--- src/rtl/kmap_sweep_pkg.sv ---
// Shared types and defaults for the truth-table sweep controller.
// Optional stop-on-first-error build: KMAP_SWEEP_STOP_ON_ERR_EN.
package kmap_sweep_pkg;

  localparam int X_W_DEF        = 4;
  localparam int SETTLE_CYC_DEF = 1;
  localparam int CNT_MAX_W      = 16;

  typedef enum logic [1:0] {
    IDLE,
    DRIVE,
    DONE
  } state_e;

  function automatic logic [CNT_MAX_W-1:0] cnt_inc(
    input logic [CNT_MAX_W-1:0] c,
    input logic                 hit
  );
    return c + {{(CNT_MAX_W-1){1'b0}}, hit};
  endfunction

endpackage

--- src/rtl/kmap_settle_timer.sv ---
// Per-code settle counter; tc_o marks the sample cycle.
// Used by kmap_sweep_ctrl (KMAP_SWEEP_STOP_ON_ERR_EN agnostic).
module kmap_settle_timer
  import kmap_sweep_pkg::*;
#(
  parameter int SETTLE_CYC = SETTLE_CYC_DEF
) (
  input  logic clk,
  input  logic areset_n,
  input  logic clr_i,
  input  logic en_i,
  output logic tc_o
);

  logic [3:0] cnt_q, cnt_d;

  always_comb begin
    cnt_d = cnt_q;
    if (clr_i)     cnt_d = '0;
    else if (en_i) cnt_d = cnt_q + 4'd1;
  end

  always_ff @(posedge clk or negedge areset_n) begin
    if (!areset_n) cnt_q <= '0;
    else           cnt_q <= cnt_d;
  end

  assign tc_o = (cnt_q == 4'(SETTLE_CYC - 1));

endmodule

--- src/rtl/kmap_sweep_ctrl.sv ---
// Exhaustive x sweep of a function unit against a golden truth vector.
// Define KMAP_SWEEP_STOP_ON_ERR_EN to end on first mismatch (adds fail_idx).
module kmap_sweep_ctrl
  import kmap_sweep_pkg::*;
#(
  parameter int X_W        = X_W_DEF,
  parameter int SETTLE_CYC = SETTLE_CYC_DEF
) (
  input  logic              clk,
  input  logic              areset_n,
  input  logic              start,
  input  logic [2**X_W-1:0] golden,
  output logic [X_W-1:0]    x,
  output logic              x_valid,
  input  logic              f,
  output logic              busy,
  output logic              done,
  output logic [2**X_W-1:0] truth,
  output logic [2**X_W-1:0] mismatch,
  output logic [X_W:0]      err_cnt,
  output logic              pass
`ifdef KMAP_SWEEP_STOP_ON_ERR_EN
  ,
  output logic [X_W-1:0]    fail_idx
`endif
);

  localparam int N   = 2**X_W;
  localparam int E_W = X_W + 1;

  state_e         state_q, state_d;
  logic [X_W-1:0] x_q, x_d;
  logic [N-1:0]   gold_q, gold_d;
  logic [N-1:0]   truth_q, truth_d;
  logic [N-1:0]   mis_q, mis_d;
  logic [E_W-1:0] err_q, err_d;
  logic           pass_q, pass_d;
  logic           tc, hit, last, sweep_end;

  kmap_settle_timer #(
    .SETTLE_CYC(SETTLE_CYC)
  ) u_timer (
    .clk     (clk),
    .areset_n(areset_n),
    .clr_i   ((state_q != DRIVE) | tc),
    .en_i    (state_q == DRIVE),
    .tc_o    (tc)
  );

  assign hit  = f ^ gold_q[x_q];
  assign last = (x_q == X_W'(N - 1));

`ifdef KMAP_SWEEP_STOP_ON_ERR_EN
  logic [X_W-1:0] fidx_q, fidx_d;
  assign sweep_end = tc & (last | hit);
  assign fail_idx  = fidx_q;
`else
  assign sweep_end = tc & last;
`endif

  always_ff @(posedge clk or negedge areset_n) begin
    if (!areset_n) state_q <= IDLE;
    else           state_q <= state_d;
  end

  always_comb begin
    state_d = state_q;
    unique case (state_q)
      IDLE:    if (start) state_d = DRIVE;
      DRIVE:   if (sweep_end) state_d = DONE;
      DONE:    state_d = IDLE;
      default: state_d = IDLE;
    endcase
  end

  always_comb begin
    busy    = (state_q != IDLE);
    done    = (state_q == DONE);
    x_valid = (state_q == DRIVE);
  end

  always_comb begin
    x_d     = x_q;
    gold_d  = gold_q;
    truth_d = truth_q;
    mis_d   = mis_q;
    err_d   = err_q;
    pass_d  = pass_q;
`ifdef KMAP_SWEEP_STOP_ON_ERR_EN
    fidx_d  = fidx_q;
`endif
    unique case (state_q)
      IDLE: if (start) begin
        gold_d  = golden;
        truth_d = '0;
        mis_d   = '0;
        err_d   = '0;
        pass_d  = 1'b0;
        x_d     = '0;
`ifdef KMAP_SWEEP_STOP_ON_ERR_EN
        fidx_d  = '0;
`endif
      end
      DRIVE: if (tc) begin
        truth_d[x_q] = f;
        mis_d[x_q]   = hit;
        err_d = E_W'(cnt_inc(CNT_MAX_W'(err_q), hit));
`ifdef KMAP_SWEEP_STOP_ON_ERR_EN
        if (hit) fidx_d = x_q;
`endif
        if (sweep_end) pass_d = (err_d == '0);
        else           x_d    = x_q + X_W'(1);
      end
      DONE:    x_d = '0;
      default: ;
    endcase
  end

  always_ff @(posedge clk or negedge areset_n) begin
    if (!areset_n) begin
      x_q     <= '0;
      gold_q  <= '0;
      truth_q <= '0;
      mis_q   <= '0;
      err_q   <= '0;
      pass_q  <= 1'b0;
`ifdef KMAP_SWEEP_STOP_ON_ERR_EN
      fidx_q  <= '0;
`endif
    end else begin
      x_q     <= x_d;
      gold_q  <= gold_d;
      truth_q <= truth_d;
      mis_q   <= mis_d;
      err_q   <= err_d;
      pass_q  <= pass_d;
`ifdef KMAP_SWEEP_STOP_ON_ERR_EN
      fidx_q  <= fidx_d;
`endif
    end
  end

  assign x        = x_q;
  assign truth    = truth_q;
  assign mismatch = mis_q;
  assign err_cnt  = err_q;
  assign pass     = pass_q;

endmodule

--- config.mk ---
export PLATFORM = sky130hd
export DESIGN_NAME = kmap_sweep_ctrl
export DESIGN_NICKNAME = d
export VERILOG_FILES = /design/src/rtl/kmap_sweep_pkg.sv /design/src/rtl/kmap_settle_timer.sv /design/src/rtl/kmap_sweep_ctrl.sv
export SDC_FILE = /design/constraint.sdc
export NUM_CORES = 1
export LEC_CHECK = 0
export CAP_MARGIN = 25
export CORE_UTILIZATION = 61
export CTS_CLUSTER_SIZE = 8
export DETAILED_ROUTE_END_ITERATION = 12
export DONT_BUFFER_PORTS = 1
export PLACE_DENSITY = 0.77
export SLEW_MARGIN = 40
export SYNTH_ARGS = -nofsm -noshare
export SYNTH_HDL_FRONTEND = slang
export SYNTH_SLANG_ARGS = --single-unit
export TNS_END_PERCENT = 30
--- constraint.sdc ---
create_clock -name clk -period 3.8 [get_ports clk]
set_input_delay 0.19 -clock clk [delete_from_list [all_inputs] [get_ports clk]]
set_output_delay 0.19 -clock clk [all_outputs]
set_load 0.01 [all_outputs]
======== After elaboration in Yosys (flattened, before gate mapping) ========
Cells that the tools add are included.
storage, ports and cells
  flip-flop bits (word level) ............. 64
  input port bits ......................... 20
  output and inout bits ................... 45
  logic and storage cells ................. 64
cells by class
  add/sub/neg operators ................... 3
  magnitude comparators ................... 2
  equality and inequality tests ........... 8
  multiplexer cells ....................... 27
  bitwise operators ....................... 3
  reductions and logical operators ........ 13
operators with widths
  operator             number
  $pmux 16 s2          2
  $mux 16              3
  $bwmux 16            2
  $mux 4               5
  $pmux 4 s3           1
  $mux 5               2
  $pmux 5 s2           1
  $add 4x1->4 const B  2
  $reduce_and 4->1     2
  $ne 2x1->1 const B   3
  $reduce_bool 2->1    3
  $add 5x1->5          1
  $logic_not 5->1      1
  $lt 4x5->1 const B   1
  $mux 1               5
  $bmux 1 s4           1
  $demux 1 s4          1
  $eq 4x4->1 const B   1
  $ge 4x1->1 const B   1
  $logic_not 4->1      1
  $mux 2               2
  $ne 2x2->1 const B   2
  $pmux 2 s2           1
  $reduce_and 2->1     2
  10 further kinds     10

======== Depth between registers and ports, before layout ========
  depth in word-level cells ............... 8
  mapped depth ............................ 11
  gate-level depth less buffers ........... 10

======== Hierarchy ========
A second synthesis with hierarchy kept.
second synthesis, totals
  cell total of the unflattened synthesis .. 275
  area, all modules ....................... 3055.4 um^2
by module, submodules not included
  module             times used  cells an instance  area each (um^2)  seq. area each (um^2)
  kmap_sweep_ctrl    1           255                2835.2            1501.4
  kmap_settle_timer  1           20                 220.2             100.1

======== Worst setup path before layout ========
Ideal clock, no wire load.
  path type ............................... reg-to-reg
  from .................................... register x_q[0], in the netlist x[0]
  to ...................................... register pass_q, in the netlist pass
  arrival time ............................ 2615 ps
  required time ........................... 3705 ps
  slack ................................... 1090 ps
  stages on the path, launching flop included .. 11
  clock period less this slack ............ 2710 ps
  cells stage by stage .................... dfrtp_1 -> buf_6 -> mux4_2 -> mux2_4 -> mux2i_1 -> xnor2_1 -> ha_1 -> ha_1 -> nor4_1 -> nand3_1 -> o31ai_1
between the ends
  longest elaborated chain between the ends .. 8
  elaborated cells between the ends (all ways) .. 12
ends and longest elaborated chain
  item                          line                    text
  from (decl)                   kmap_sweep_ctrl.sv:32   logic [X_W-1:0] x_q, x_d;
  from (signal assigned)        kmap_sweep_ctrl.sv:121  x_q <= '0;
  from (signal assigned)        kmap_sweep_ctrl.sv:131  x_q <= x_d;
  $bmux 1 s4                    kmap_sweep_ctrl.sv:50   assign hit = f ^ gold_q[x_q];
  $mux 1 (implied by the code)  kmap_sweep_ctrl.sv:50
  $xor 1x1->1                   kmap_sweep_ctrl.sv:50
  $add 5x1->5                   kmap_sweep_pkg.sv:19    return c + {{(CNT_MAX_W-1){1'b0}}, hit};
  $logic_not 5->1               kmap_sweep_ctrl.sv:111  if (sweep_end) pass_d = (err_d == '0);
  $mux 1                        kmap_sweep_ctrl.sv:111
  $mux 1                        kmap_sweep_ctrl.sv:104  DRIVE: if (tc) begin
  $pmux 1 s2                    kmap_sweep_ctrl.sv:92   unique case (state_q)
  to (signal assigned)          kmap_sweep_ctrl.sv:136  pass_q <= pass_d;
  to (decl)                     kmap_sweep_ctrl.sv:37   logic pass_q, pass_d;
Several ways; a longest one is shown, not always the timed one. The select of a mux whose other input is x is not followed.
A chain may end at the register's enable or synchronous reset.

======== Worst setup path in the final report ========
Same ends and word-level chain as after synthesis.

==> metrics.txt <==
Least-Margin Pin Slew=617 ps; RSZ-0062 raised after global routing=no; worst min path class=in -> reg; Initial Utilization=0.641; share of cells above drive strength 1=0.120; status=finished, final reports clean; synthesized flop and latch total=64; Pleak=1.54 nW; gate count after technology mapping=275; sequential fraction of the synthesis area=0.522; Post-Route WL=6580 microns; crit path kind=reg -> reg; Max FO, Critical Path=10; Worst Reg-to-Reg Cells=9; worst r2r dst=pass$_DFFE_PN0P_; Nets=322; CP cell instances=mux4_2 > mux2_4 > mux2i_1 > xnor2_1 > ha_1 > ha_1 > nor4_1 > nand3_1 > o31ai_1; Rel. slew slack=0.589; Hold Slack=11.5 ps; CTS buffer count=9; Setup Skew=10.2 ps; Post-synth ARST share=1.00; fin crit period=3050 ps; area growth from synthesis to layout=14.2%; Reg clk slew, reported paths=70 ps; top-area cell type share of the netlist area=0.522; Worst Hold Launch=golden[7]; Tcrit/Tclk final=0.803; final slew viol count=0; Crit. End Element=flip-flop; CTS H-Tree Depth=3; DIE AREA=0.00532 sq mm; initial antenna violation count=0; Worst R2R Start=x[0]$_DFFE_PN0P_; CTS Sinks=64; critical path startpoint category=flip-flop; grt ovf=0; R2R Setup Slk=750 ps; post-CTS setup buffer count=0; I/O pin cnt=65; syn_area_per_cell=11.2 sq um; Mapped Nets=303; via count of the first global-routing pass=2105; CP required=4050 ps; Die W=72.9 microns; CTS tree=yes; Final Setup Violations=0; power density over cell area=885 mW/mm^2; post-route setup TNS=0 ps; post_cts resized=0; Final Hold Viols=0; CP max stage cell=dfrtp_1; Port Buffers=0; peak supply drop=0.524 mV; n_diodes=0; post-synth cell types=47; pin count of the biggest net entering global routing=65; GRT Overall Usage=0.271; routability-driven placement congestion ratio=0.821; slowest cell delay on critical path=640 ps; HPWL Detailed=4120 microns; Total Power=0.00310 W; clock root buffer=clkbuf_8; DRC violations left=0; Via Count=2189; number of fill cells=354; most frequent CP cell=ha_1; placeable core area=0.00479 sq mm; Post-CTS Hold Buffers=16; 1st-iter DRT viols=181; critical path data arrival time=3300 ps; Primary FF master, synth=dfrtp_1; mapped cell area=0.00307 sq mm; first-pass GRT wire length=10500 microns; area of the multi-input gates=0.00128 sq mm; max cap viols=0; Core Rows=25; Post-Place Worst Slack=773 ps; Post-synth EDFFs=0; Worst Hold Path EP=gold_q[7]$_DFFE_PN0P_; drt pass-1 iters=5; Worst Hold Path Cells=1; Wirelength per Cell=18.0 microns; Peak Freq=328 MHz; min setup slack post-route=748 ps; clk buf depth=2; Ys Warns=0; Final ANT Viol Nets=0; post-synth top area cell=dfrtp_1; synth top area cells=dfrtp_1 52%, inv_1 4.2%, o32ai_1 4.0%; worst skew pair latency=350 ps; Reg area=0.00160 sq mm; vias per cell=5.98; DIE HEIGHT=72.9 microns
flip-flops by register name, summed over array words and instances, names as in the netlist:
register / count
u_timer.cnt_q: 4
gold_q: 16
state_q: 2
mismatch: 16
err_cnt: 5
pass: 1
truth: 16
x: 4
worst max-delay path, delay by kind of cell, from the launching register on:
family                   cells  cell delay (ps)
AO/OA/AOI/OAI                1              200
XOR/XNOR                     1              160
adder cells (fa/ha/maj)      2              440
flip-flops                   1              640
multiplexers                 3             1070
AND/OR/NAND/NOR              2              440
through the flow:
stage	cells	utilization	cell area [sq um]
2_1_floorplan	275	-	3070
3_3_place_gp	332	0.648	3100
3_5_place_dp	332	0.648	3100
4_1_cts	364	0.727	3480
5_1_grt	366	0.732	3500
6_report	366	0.732	3500
synth_stat cells (2+ instances only):
library cell  count
xor2_1            4
xnor2_1           2
buf_2             5
o21ai_0           2
and2_1            2
o32ai_1          14
o31ai_1           4
dfrtp_1          64
nor2_1            8
mux2_2            6
a22o_1            2
ha_1              8
a31oi_1           2
clkbuf_1          4
and3_1            3
or3b_1            2
xnor2_4           2
nor2b_1           4
a21oi_1          14
o22ai_1          14
inv_1            34
mux2_4            2
o21ai_1           8
o21bai_1          2
a41o_1            2
or2_1             2
mux4_2            4
nand3_1           8
mux2_1           10
a21o_1            2
nand2_1          19
cell type report:
type,count,share of cell area
Tap cell,67,0.0239
Clock buffer,11,0.0404
Clock inverter,5,0.0161
Inverter,35,0.0375
Sequential cell,64,0.457
Multi-Input combinational cell,165,0.366
Timing Repair Buffer,19,0.0586
routing by layer:
layer,vias up,track usage,part of all wire,wire length [microns]
met5,-,0,0,0
met4,0,0.0915,0.014,90
met3,9,0.0953,0.072,471
met2,85,0.427,0.50,3280
met1,1082,0.352,0.42,2730
li1,1013,-,-,-
cells in the final DEF (no fill, tap or decap), types with 3 or more instances in the layout:
| cell | count |
|---|---|
| o22ai_1 | 14 |
| nor2b_1 | 4 |
| inv_1 | 34 |
| mux2_1 | 10 |
| mux4_2 | 4 |
| nor2_1 | 8 |
| o32ai_1 | 14 |
| o31ai_1 | 4 |
| nand2_1 | 19 |
| dfrtp_1 | 64 |
| dlygate4sd3_1 | 17 |
| a21oi_1 | 14 |
| xor2_1 | 4 |
| clkbuf_8 | 10 |
| mux2_2 | 6 |
| nand3_1 | 8 |
| ha_1 | 8 |
| and3_1 | 3 |
| o21ai_1 | 8 |
power by group:
part / leakage (nW) / internal (W) / switching, W
registers: 0.831 / 0.000944 / 0.000329
clock network: 0.0993 / 0.000319 / 0.000261
logic: 0.614 / 0.000571 / 0.000677
worst max path at each step:
stage,from,endpoint,cells after the start
after CTS,x[0]$_DFFE_PN0P_,pass$_DFFE_PN0P_,9
final,x[0]$_DFFE_PN0P_,pass$_DFFE_PN0P_,9
after global placement,x[0]$_DFFE_PN0P_,pass$_DFFE_PN0P_,9
after global routing,x[0]$_DFFE_PN0P_,pass$_DFFE_PN0P_,9
after detailed placement,x[0]$_DFFE_PN0P_,pass$_DFFE_PN0P_,9
after floorplan,x[0]$_DFFE_PN0P_,pass$_DFFE_PN0P_,10
cells by family (layout without fill, tap and decap cells):
kind of cell    Yosys count  count (layout)  share of synthesized area
compound gates           68              68                      0.150
flops                    64              64                      0.522
simple gates             58              58                     0.0979
buf+inv                  46              70                     0.0608
mux                      23              23                      0.101
fa+ha+maj                 8               8                     0.0326
xor+xnor                  8               8                     0.0351
No activity file was read; power rests on OpenSTA's default activity.
